[src/rtl/complex_pkg.sv]
// Shared types and defaults for the complex row packet feeder.
package complex_pkg;

  localparam int ELEMENT_WIDTH = 64;
  localparam int NO_OF_UNITS   = 8;
  localparam int HOLD_CYCLES   = 2;
  localparam int HOLD_W        = 4;

  typedef enum logic [1:0] {
    IDLE = 2'd0,
    FILL = 2'd1,
    FULL = 2'd2,
    DONE = 2'd3
  } feeder_state_e;

  // One complex element: real part in the upper half, imaginary in the lower.
  typedef struct packed {
    logic [31:0] re;
    logic [31:0] im;
  } complex_t;

  // Ceiling division carried in 33 bits so a total near 2^32 cannot wrap.
  function automatic logic [31:0] ceil_div(input logic [31:0] num, input logic [31:0] den);
    logic [32:0] sum;
    logic [32:0] quo;
    sum = {1'b0, num} + {1'b0, den} - 33'd1;
    quo = sum / {1'b0, den};
    return quo[31:0];
  endfunction

endpackage

[src/rtl/complex_packet_assembler.sv]
// Slot-indexed assembly of the two row packets. Slot 0 lands in the most
// significant element position; clear_i zeroes both buffers so a short final
// packet carries zeros in its unwritten slots.
module complex_packet_assembler #(
  parameter int ELEMENT_WIDTH = complex_pkg::ELEMENT_WIDTH,
  parameter int NO_OF_UNITS   = complex_pkg::NO_OF_UNITS,
  parameter int SLOT_W        = (NO_OF_UNITS > 1) ? $clog2(NO_OF_UNITS) : 1
) (
  input  logic                                 clk,
  input  logic                                 reset,
  input  logic                                 clear_i,
  input  logic                                 wr_en_i,
  input  logic [SLOT_W-1:0]                    slot_i,
  input  logic [ELEMENT_WIDTH-1:0]             a_i,
  input  logic [ELEMENT_WIDTH-1:0]             b_i,
  output logic [ELEMENT_WIDTH*NO_OF_UNITS-1:0] buf_a_o,
  output logic [ELEMENT_WIDTH*NO_OF_UNITS-1:0] buf_b_o
);

  logic [ELEMENT_WIDTH*NO_OF_UNITS-1:0] buf_a_q;
  logic [ELEMENT_WIDTH*NO_OF_UNITS-1:0] buf_b_q;

  // Clear takes priority over a write; otherwise write the addressed slot.
  always_ff @(posedge clk) begin
    if (reset || clear_i) begin
      buf_a_q <= '0;
      buf_b_q <= '0;
    end else if (wr_en_i) begin
      buf_a_q[ELEMENT_WIDTH*(NO_OF_UNITS-int'(slot_i))-1 -: ELEMENT_WIDTH] <= a_i;
      buf_b_q[ELEMENT_WIDTH*(NO_OF_UNITS-int'(slot_i))-1 -: ELEMENT_WIDTH] <= b_i;
    end
  end

  assign buf_a_o = buf_a_q;
  assign buf_b_o = buf_b_q;

endmodule

[src/rtl/complex_row_packet_feeder.sv]
// Row packet feeder: gathers element pairs into two NO_OF_UNITS-wide packets,
// publishes them with a read_now strobe, and holds each published packet
// stable for HOLD_CYCLES while the next one fills behind it.
//
//   state | meaning
//   IDLE  | waiting for start; no input accepted
//   FILL  | accepting pairs into the assembly buffers
//   FULL  | packet complete; waits for hold_cnt==0, then publishes
//   DONE  | last packet issued; done pulses next cycle, back to IDLE
module complex_row_packet_feeder
  import complex_pkg::feeder_state_e;
  import complex_pkg::IDLE;
  import complex_pkg::FILL;
  import complex_pkg::FULL;
  import complex_pkg::DONE;
  import complex_pkg::HOLD_W;
  import complex_pkg::ceil_div;
#(
  parameter int ELEMENT_WIDTH = complex_pkg::ELEMENT_WIDTH,
  parameter int NO_OF_UNITS   = complex_pkg::NO_OF_UNITS,
  parameter int HOLD_CYCLES   = complex_pkg::HOLD_CYCLES
) (
  input  logic                                 clk,
  input  logic                                 reset,
  input  logic                                 start,
  input  logic [31:0]                          total,
  input  logic                                 in_valid,
  output logic                                 in_ready,
  input  logic [ELEMENT_WIDTH-1:0]             in_a,
  input  logic [ELEMENT_WIDTH-1:0]             in_b,
  output logic [ELEMENT_WIDTH*NO_OF_UNITS-1:0] first_row_output,
  output logic [ELEMENT_WIDTH*NO_OF_UNITS-1:0] second_row_output,
  output logic                                 read_now,
  output logic                                 busy,
  output logic                                 done,
  output logic [31:0]                          packets_sent
);

  localparam int SLOT_W = (NO_OF_UNITS > 1) ? $clog2(NO_OF_UNITS) : 1;
  localparam int PKT_W  = ELEMENT_WIDTH * NO_OF_UNITS;
  localparam logic [SLOT_W-1:0] LAST_SLOT = SLOT_W'(NO_OF_UNITS - 1);
  localparam logic [HOLD_W-1:0] HOLD_LOAD = HOLD_W'(HOLD_CYCLES);

  feeder_state_e     state_q, state_d;
  logic [SLOT_W-1:0] slot_q, slot_d;
  logic [31:0]       elem_left_q, elem_left_d;
  logic [31:0]       pkt_total_q, pkt_total_d;
  logic [31:0]       packets_sent_q, packets_sent_d;
  logic [HOLD_W-1:0] hold_q, hold_d;
  logic [PKT_W-1:0]  first_q, first_d;
  logic [PKT_W-1:0]  second_q, second_d;
  logic              read_now_q, read_now_d;
  logic              done_q, done_d;

  logic              wr_en;
  logic              clear;
  logic [PKT_W-1:0]  buf_a;
  logic [PKT_W-1:0]  buf_b;

  complex_packet_assembler #(
    .ELEMENT_WIDTH (ELEMENT_WIDTH),
    .NO_OF_UNITS   (NO_OF_UNITS),
    .SLOT_W        (SLOT_W)
  ) u_assembler (
    .clk     (clk),
    .reset   (reset),
    .clear_i (clear),
    .wr_en_i (wr_en),
    .slot_i  (slot_q),
    .a_i     (in_a),
    .b_i     (in_b),
    .buf_a_o (buf_a),
    .buf_b_o (buf_b)
  );

  // State and datapath registers; reset wins over every other input.
  always_ff @(posedge clk) begin
    if (reset) begin
      state_q        <= IDLE;
      slot_q         <= '0;
      elem_left_q    <= '0;
      pkt_total_q    <= '0;
      packets_sent_q <= '0;
      hold_q         <= '0;
      first_q        <= '0;
      second_q       <= '0;
      read_now_q     <= 1'b0;
      done_q         <= 1'b0;
    end else begin
      state_q        <= state_d;
      slot_q         <= slot_d;
      elem_left_q    <= elem_left_d;
      pkt_total_q    <= pkt_total_d;
      packets_sent_q <= packets_sent_d;
      hold_q         <= hold_d;
      first_q        <= first_d;
      second_q       <= second_d;
      read_now_q     <= read_now_d;
      done_q         <= done_d;
    end
  end

  // Next-state logic: job setup, slot filling, hold-gated publish, done pulse.
  always_comb begin
    state_d        = state_q;
    slot_d         = slot_q;
    elem_left_d    = elem_left_q;
    pkt_total_d    = pkt_total_q;
    packets_sent_d = packets_sent_q;
    hold_d         = hold_q;
    first_d        = first_q;
    second_d       = second_q;
    read_now_d     = 1'b0;
    done_d         = 1'b0;
    wr_en          = 1'b0;
    clear          = 1'b0;

    // The hold timer only ever reloads from zero, so it can count freely here.
    if (hold_q != '0) begin
      hold_d = hold_q - 1'b1;
    end

    case (state_q)
      IDLE: begin
        if (start) begin
          elem_left_d    = total;
          pkt_total_d    = ceil_div(total, 32'(NO_OF_UNITS));
          packets_sent_d = '0;
          slot_d         = '0;
          state_d        = (total == 32'd0) ? DONE : FILL;
        end
      end
      FILL: begin
        if (in_valid) begin
          wr_en       = 1'b1;
          elem_left_d = elem_left_q - 32'd1;
          slot_d      = slot_q + 1'b1;
          if (slot_q == LAST_SLOT || elem_left_q == 32'd1) begin
            state_d = FULL;
          end
        end
      end
      FULL: begin
        if (hold_q == '0) begin
          first_d        = buf_a;
          second_d       = buf_b;
          read_now_d     = 1'b1;
          hold_d         = HOLD_LOAD;
          packets_sent_d = packets_sent_q + 32'd1;
          slot_d         = '0;
          clear          = 1'b1;
          state_d        = (packets_sent_q + 32'd1 == pkt_total_q) ? DONE : FILL;
        end
      end
      DONE: begin
        done_d  = 1'b1;
        state_d = IDLE;
      end
      default: begin
        state_d = IDLE;
      end
    endcase
  end

  assign in_ready          = (state_q == FILL);
  assign busy              = (state_q != IDLE);
  assign first_row_output  = first_q;
  assign second_row_output = second_q;
  assign read_now          = read_now_q;
  assign done              = done_q;
  assign packets_sent      = packets_sent_q;

endmodule

[config.mk]
export PLATFORM = sky130hd
export DESIGN_NAME = complex_row_packet_feeder
export DESIGN_NICKNAME = d
export VERILOG_FILES = /design/src/rtl/complex_pkg.sv /design/src/rtl/complex_packet_assembler.sv /design/src/rtl/complex_row_packet_feeder.sv
export SDC_FILE = /design/constraint.sdc
export NUM_CORES = 2
export LEC_CHECK = 0
export CAP_MARGIN = 20
export CELL_PAD_IN_SITES_DETAIL_PLACEMENT = 1
export CELL_PAD_IN_SITES_GLOBAL_PLACEMENT = 2
export CORE_ASPECT_RATIO = 0.7
export CORE_MARGIN = 1
export CORE_UTILIZATION = 34
export CTS_CLUSTER_DIAMETER = 40
export CTS_CLUSTER_SIZE = 28
export DETAILED_ROUTE_END_ITERATION = 10
export HOLD_SLACK_MARGIN = 0.06
export PLACE_DENSITY_LB_ADDON = 0.12
export SLEW_MARGIN = 20
export SYNTH_ARGS = -nofsm -noshare
export SYNTH_HDL_FRONTEND = slang
export SYNTH_HIERARCHICAL = 1
export SYNTH_SLANG_ARGS = --single-unit
[constraint.sdc]
create_clock -name clk -period 7.6 [get_ports clk]
set_input_delay 1.14 -clock clk [delete_from_list [all_inputs] [get_ports clk]]
set_output_delay 1.14 -clock clk [all_outputs]
set_load 0.01 [all_outputs]
==> flow_summary.html <==
<table>
<tr><th>Metric</th><th>Value</th></tr>
<tr><th colspan="2">Floorplanning</th></tr>
<tr><td>Number of ports placed on the die boundary</td><td>1224</td></tr>
<tr><td>Area of the die</td><td>238000 µm²</td></tr>
<tr><td>Horizontal die dimension</td><td>582 µm</td></tr>
<tr><td>Initial cell density of the core</td><td>0.343</td></tr>
<tr><td>FP Rows</td><td>148</td></tr>
<tr><td>Die outline height</td><td>408 µm</td></tr>
<tr><td>Floorplan core area</td><td>233000 µm²</td></tr>
<tr><th colspan="2">Timing</th></tr>
<tr><td>Final Hold Violating Endpoints</td><td>0</td></tr>
<tr><td>Setup repair after global routing missed its margin</td><td>no</td></tr>
<tr><td>Timing-limited maximum frequency</td><td>207 MHz</td></tr>
<tr><td>Min Clock Period, post-route</td><td>4.83 ns</td></tr>
<tr><td>Worst slew slack as a fraction of its limit</td><td>0.0948</td></tr>
<tr><td>Number of slew-limit violations in the final report</td><td>0</td></tr>
<tr><td>Period utilisation layout</td><td>0.635</td></tr>
<tr><td>Clk_skew</td><td>0.0334 ns</td></tr>
<tr><td>Measured slew at the worst slew-check pin</td><td>1.36 ns</td></tr>
<tr><td>Final total negative setup slack</td><td>0 ns</td></tr>
<tr><td>Setup WS post-layout</td><td>2.77 ns</td></tr>
<tr><td>Final setup violation count</td><td>0</td></tr>
<tr><th colspan="2">Yosys</th></tr>
<tr><td>Synthesis-stage register bit count</td><td>2153</td></tr>
<tr><td>Post-Synthesis Cells</td><td>9905</td></tr>
<tr><td>Post-Synthesis Net Count</td><td>10100</td></tr>
<tr><td>Post-synthesis cell area</td><td>80100 µm²</td></tr>
<tr><td>Cell variety after synth</td><td>69</td></tr>
<tr><td>Average instance area after synthesis</td><td>8.09 µm²</td></tr>
<tr><td>Dominant register cell in the synthesized netlist</td><td>sky130_fd_sc_hd__dfxtp_1</td></tr>
<tr><td>EDFF count, synth</td><td>0</td></tr>
<tr><td>Warnings from Yosys</td><td>6</td></tr>
<tr><td>Seq/Total Area, Yosys</td><td>0.538</td></tr>
<tr><td>Share of flip-flops with an asynchronous set or reset</td><td>0</td></tr>
<tr><th colspan="2">Worst setup path</th></tr>
<tr><td>Worst endpoint required time</td><td>6.46 ns</td></tr>
<tr><td>Cell breakdown of the critical path</td><td>nand2b_1 &gt; buf_4 &gt; clkinv_1 &gt; buf_4 &gt; clkdlybuf4s50_1</td></tr>
<tr><td>Kind of end point of the critical path</td><td>output port</td></tr>
<tr><td>Slowest stage cell on the critical path</td><td>sky130_fd_sc_hd__dfxtp_1</td></tr>
<tr><td>Top cell by count, worst path</td><td>sky130_fd_sc_hd__buf_4</td></tr>
<tr><td>Slowest cell delay on critical path</td><td>0.72 ns</td></tr>
<tr><td>CP Data Arrival Time</td><td>3.69 ns</td></tr>
<tr><td>Kind of start point of the critical path</td><td>flop</td></tr>
<tr><td>Worst Setup Path Type</td><td>flop to output port</td></tr>
<tr><td>Crit path max fanout</td><td>40</td></tr>
<tr><th colspan="2">Clock tree</th></tr>
<tr><td>TritonCTS clock tree</td><td>yes</td></tr>
<tr><td>CTS buffer count</td><td>298</td></tr>
<tr><td>Count of instances resized after the clock tree is built</td><td>0</td></tr>
<tr><td>CTS H-Tree Depth</td><td>5</td></tr>
<tr><td>Latest clock arrival within the worst-skew pair</td><td>0.86 ns</td></tr>
<tr><td>Master cell of the clock root buffer</td><td>sky130_fd_sc_hd__clkbuf_16</td></tr>
<tr><td>Number of clock sinks</td><td>2153</td></tr>
<tr><td>Clock slew seen by the registers of the worst setup and hold paths</td><td>0.07 ns</td></tr>
<tr><td>Buffer count from post-CTS setup fixing</td><td>0</td></tr>
<tr><td>Count of hold-fix buffers inserted at cts</td><td>0</td></tr>
<tr><td>Buffer depth of the longest clock path</td><td>4</td></tr>
<tr><th colspan="2">Power</th></tr>
<tr><td>Peak VDD IR</td><td>0.000175 V</td></tr>
<tr><td>Power density normalized to cell area</td><td>281 nW/µm²</td></tr>
<tr><td>LEAKAGE</td><td>34.7 nW</td></tr>
<tr><td>Total power</td><td>29.2 mW</td></tr>
<tr><th colspan="2">Final layout</th></tr>
<tr><td>Fraction of final layout cells sized beyond drive strength 1</td><td>0.0595</td></tr>
<tr><td>Layout filler cell count</td><td>27100</td></tr>
<tr><td>Number of nets in the layout</td><td>10800</td></tr>
<tr><td>Area grow syn2layout</td><td>29.6%</td></tr>
<tr><td>Post-layout instance area</td><td>104000 µm²</td></tr>
<tr><th colspan="2">Placed design</th></tr>
<tr><td>Count of port buffers added during placement</td><td>1223</td></tr>
<tr><td>Area post-placement</td><td>93600 µm²</td></tr>
<tr><td>DP Wirelength</td><td>235000 µm</td></tr>
<tr><td>Last weighted congestion value of the routability-driven placer</td><td>0.875</td></tr>
<tr><td>Dpl ws</td><td>2.99 ns</td></tr>
<tr><th colspan="2">Run</th></tr>
<tr><td>Max_cap viols</td><td>0</td></tr>
<tr><th colspan="2">Global routing</th></tr>
<tr><td>Via count of the first global-routing pass</td><td>75600</td></tr>
<tr><td>Initial antenna violation count</td><td>14</td></tr>
<tr><td>First-pass GRT wire length</td><td>535000 µm</td></tr>
<tr><td>Final global-route overflow total</td><td>0</td></tr>
<tr><td>Total GRT Usage</td><td>0.299</td></tr>
<tr><td>Pin count of the biggest net entering global routing</td><td>209</td></tr>
<tr><th colspan="2">Drt</th></tr>
<tr><td>Post-route ant nets</td><td>0</td></tr>
<tr><td>Total wirelength of the detailed-routed design</td><td>372000 µm</td></tr>
<tr><td>Detailed-route DRC error count</td><td>0</td></tr>
<tr><td>Starting DRT DRC Count</td><td>5370</td></tr>
<tr><td>Length of the first detailed-routing pass in iterations</td><td>5</td></tr>
<tr><td>Via count</td><td>76400</td></tr>
<tr><td>Wire length per cell</td><td>26.7 µm</td></tr>
<tr><td>Number of vias per cell after detailed routing</td><td>5.48</td></tr>
<tr><th colspan="2">Status</th></tr>
<tr><td>Run status</td><td>finished, final reports clean</td></tr>
<tr><th colspan="2">Worst hold path</th></tr>
<tr><td>Classification of the worst-slack hold path</td><td>flop to flop</td></tr>
</table>
-- flip-flops by register name (all words and copies together) (netlist names) --
signal               count
first_row_output       512
second_row_output      512
elem_left_q             32
packets_sent            32
u_assembler/buf_b_o    512
slot_q                   3
u_assembler/buf_a_o    512
read_now                 1
state_q                  2
done                     1
hold_q                   4
pkt_total_q             30
-- placed cells by master (no fill, tap or decap), types with 29 or more instances in the layout --
cell and count:
sky130_fd_sc_hd__nand2_1 2901, sky130_fd_sc_hd__dfxtp_1 2153, sky130_fd_sc_hd__a21oi_1 1878, sky130_fd_sc_hd__clkdlybuf4s50_1 1222, sky130_fd_sc_hd__o21ai_0 451, sky130_fd_sc_hd__nand3_1 418
sky130_fd_sc_hd__nand4_1 413, sky130_fd_sc_hd__clkbuf_16 308, sky130_fd_sc_hd__mux2i_1 258, sky130_fd_sc_hd__nor2_1 116, sky130_fd_sc_hd__buf_4 58, sky130_fd_sc_hd__inv_6 46
sky130_fd_sc_hd__xnor2_1 38, sky130_fd_sc_hd__clkinvlp_4 34, sky130_fd_sc_hd__clkbuf_8 33, sky130_fd_sc_hd__nor4_1 32, sky130_fd_sc_hd__a211oi_1 31, sky130_fd_sc_hd__buf_12 31
sky130_fd_sc_hd__clkbuf_1 30, sky130_fd_sc_hd__nor3_1 29
-- final timing paths --
kind	cells after the start	from	slack, ns	to
setup / recovery	5	state_q[1]	2.77	in_ready
setup reg to reg	9	state_q[1]	3.03	u_assembler/buf_b_o[443]
hold reg to reg	2	u_assembler/buf_a_o[444]	0.43	first_row_output[444]
hold / removal	2	u_assembler/buf_a_o[444]	0.43	first_row_output[444]
-- area by class of cell --
type	count	area (µm²)	area share
Clock buffer	371	8270	0.0796
Antenna cell	6	15.0	0.000145
Multi-Input combinational cell	6808	33200	0.319
Tap cell	3075	3850	0.0370
Clock inverter	170	1930	0.0185
Sequential cell	2153	43100	0.415
Inverter	25	101	0.000976
Timing Repair Buffer	1320	13400	0.129
-- power breakdown --
| group | leakage (nW) | internal, mW | total (mW) | switching, mW |
|---|---|---|---|---|
| Clock | 4.93 | 8.70 | 14.4 | 5.73 |
| Combinational | 12.4 | 0.584 | 3.15 | 2.57 |
| Sequential | 17.3 | 11.4 | 11.6 | 0.155 |
| Total | 34.7 | 20.7 | 29.2 | 8.45 |
-- through the flow --
step           utilization  std cells  hold WS, ns
2_1_floorplan            -       9905        0.428
3_3_place_gp         0.401      13400        0.433
3_5_place_dp         0.401      13400        0.440
4_1_cts              0.445      13900        0.438
5_1_grt              0.445      13900        0.454
6_report             0.445      13900        0.431
-- metal layers --
metal,routed length (µm),part of all wire,vias up,global-route usage
met5,0,0,-,0
met4,22200,0.060,0,0.166
met3,22700,0.061,675,0.0597
met2,166000,0.45,2205,0.466
met1,161000,0.43,38400,0.387
li1,-,-,35100,-
-- Yosys cell counts (12+ instances only) --
cell	number	area [µm²]
sky130_fd_sc_hd__a21oi_1	1878	9400
sky130_fd_sc_hd__xnor2_1	38	333
sky130_fd_sc_hd__and4_1	12	105
sky130_fd_sc_hd__nor4_1	32	200
sky130_fd_sc_hd__and3_1	18	113
sky130_fd_sc_hd__buf_2	261	1310
sky130_fd_sc_hd__dfxtp_1	2153	43100
sky130_fd_sc_hd__nor2_1	119	447
sky130_fd_sc_hd__nor3_1	29	145
sky130_fd_sc_hd__nand3_1	420	2100
sky130_fd_sc_hd__ha_1	12	150
sky130_fd_sc_hd__a211oi_1	31	233
sky130_fd_sc_hd__buf_1	34	128
sky130_fd_sc_hd__or3_1	17	106
sky130_fd_sc_hd__xor2_1	21	184
sky130_fd_sc_hd__clkbuf_1	604	2270
sky130_fd_sc_hd__o21ai_1	13	65.1
sky130_fd_sc_hd__o21ai_0	451	2260
sky130_fd_sc_hd__nand2_1	2902	10900
sky130_fd_sc_hd__mux2i_1	258	2580
sky130_fd_sc_hd__nand4_1	413	2580
sky130_fd_sc_hd__inv_1	23	86.3
-- critical path, delay by kind of cell (launching register included) --
family,cells,cell delay [ns]
buffers and inverters,4,1.91
flip-flops,1,0.72
AND/OR/NAND/NOR,1,0.18
-- cell families after synthesis --
group,after synthesis,synth area share
AO/OA/AOI/OAI,2447,0.156
AND/OR/NAND/NOR,4031,0.216
flip-flops,2153,0.538
XOR/XNOR,59,0.00645
buffers and inverters,944,0.0494
adder cells (fa/ha/maj),12,0.00187
multiplexers,259,0.0324
Power figures use the tool's default switching activity.
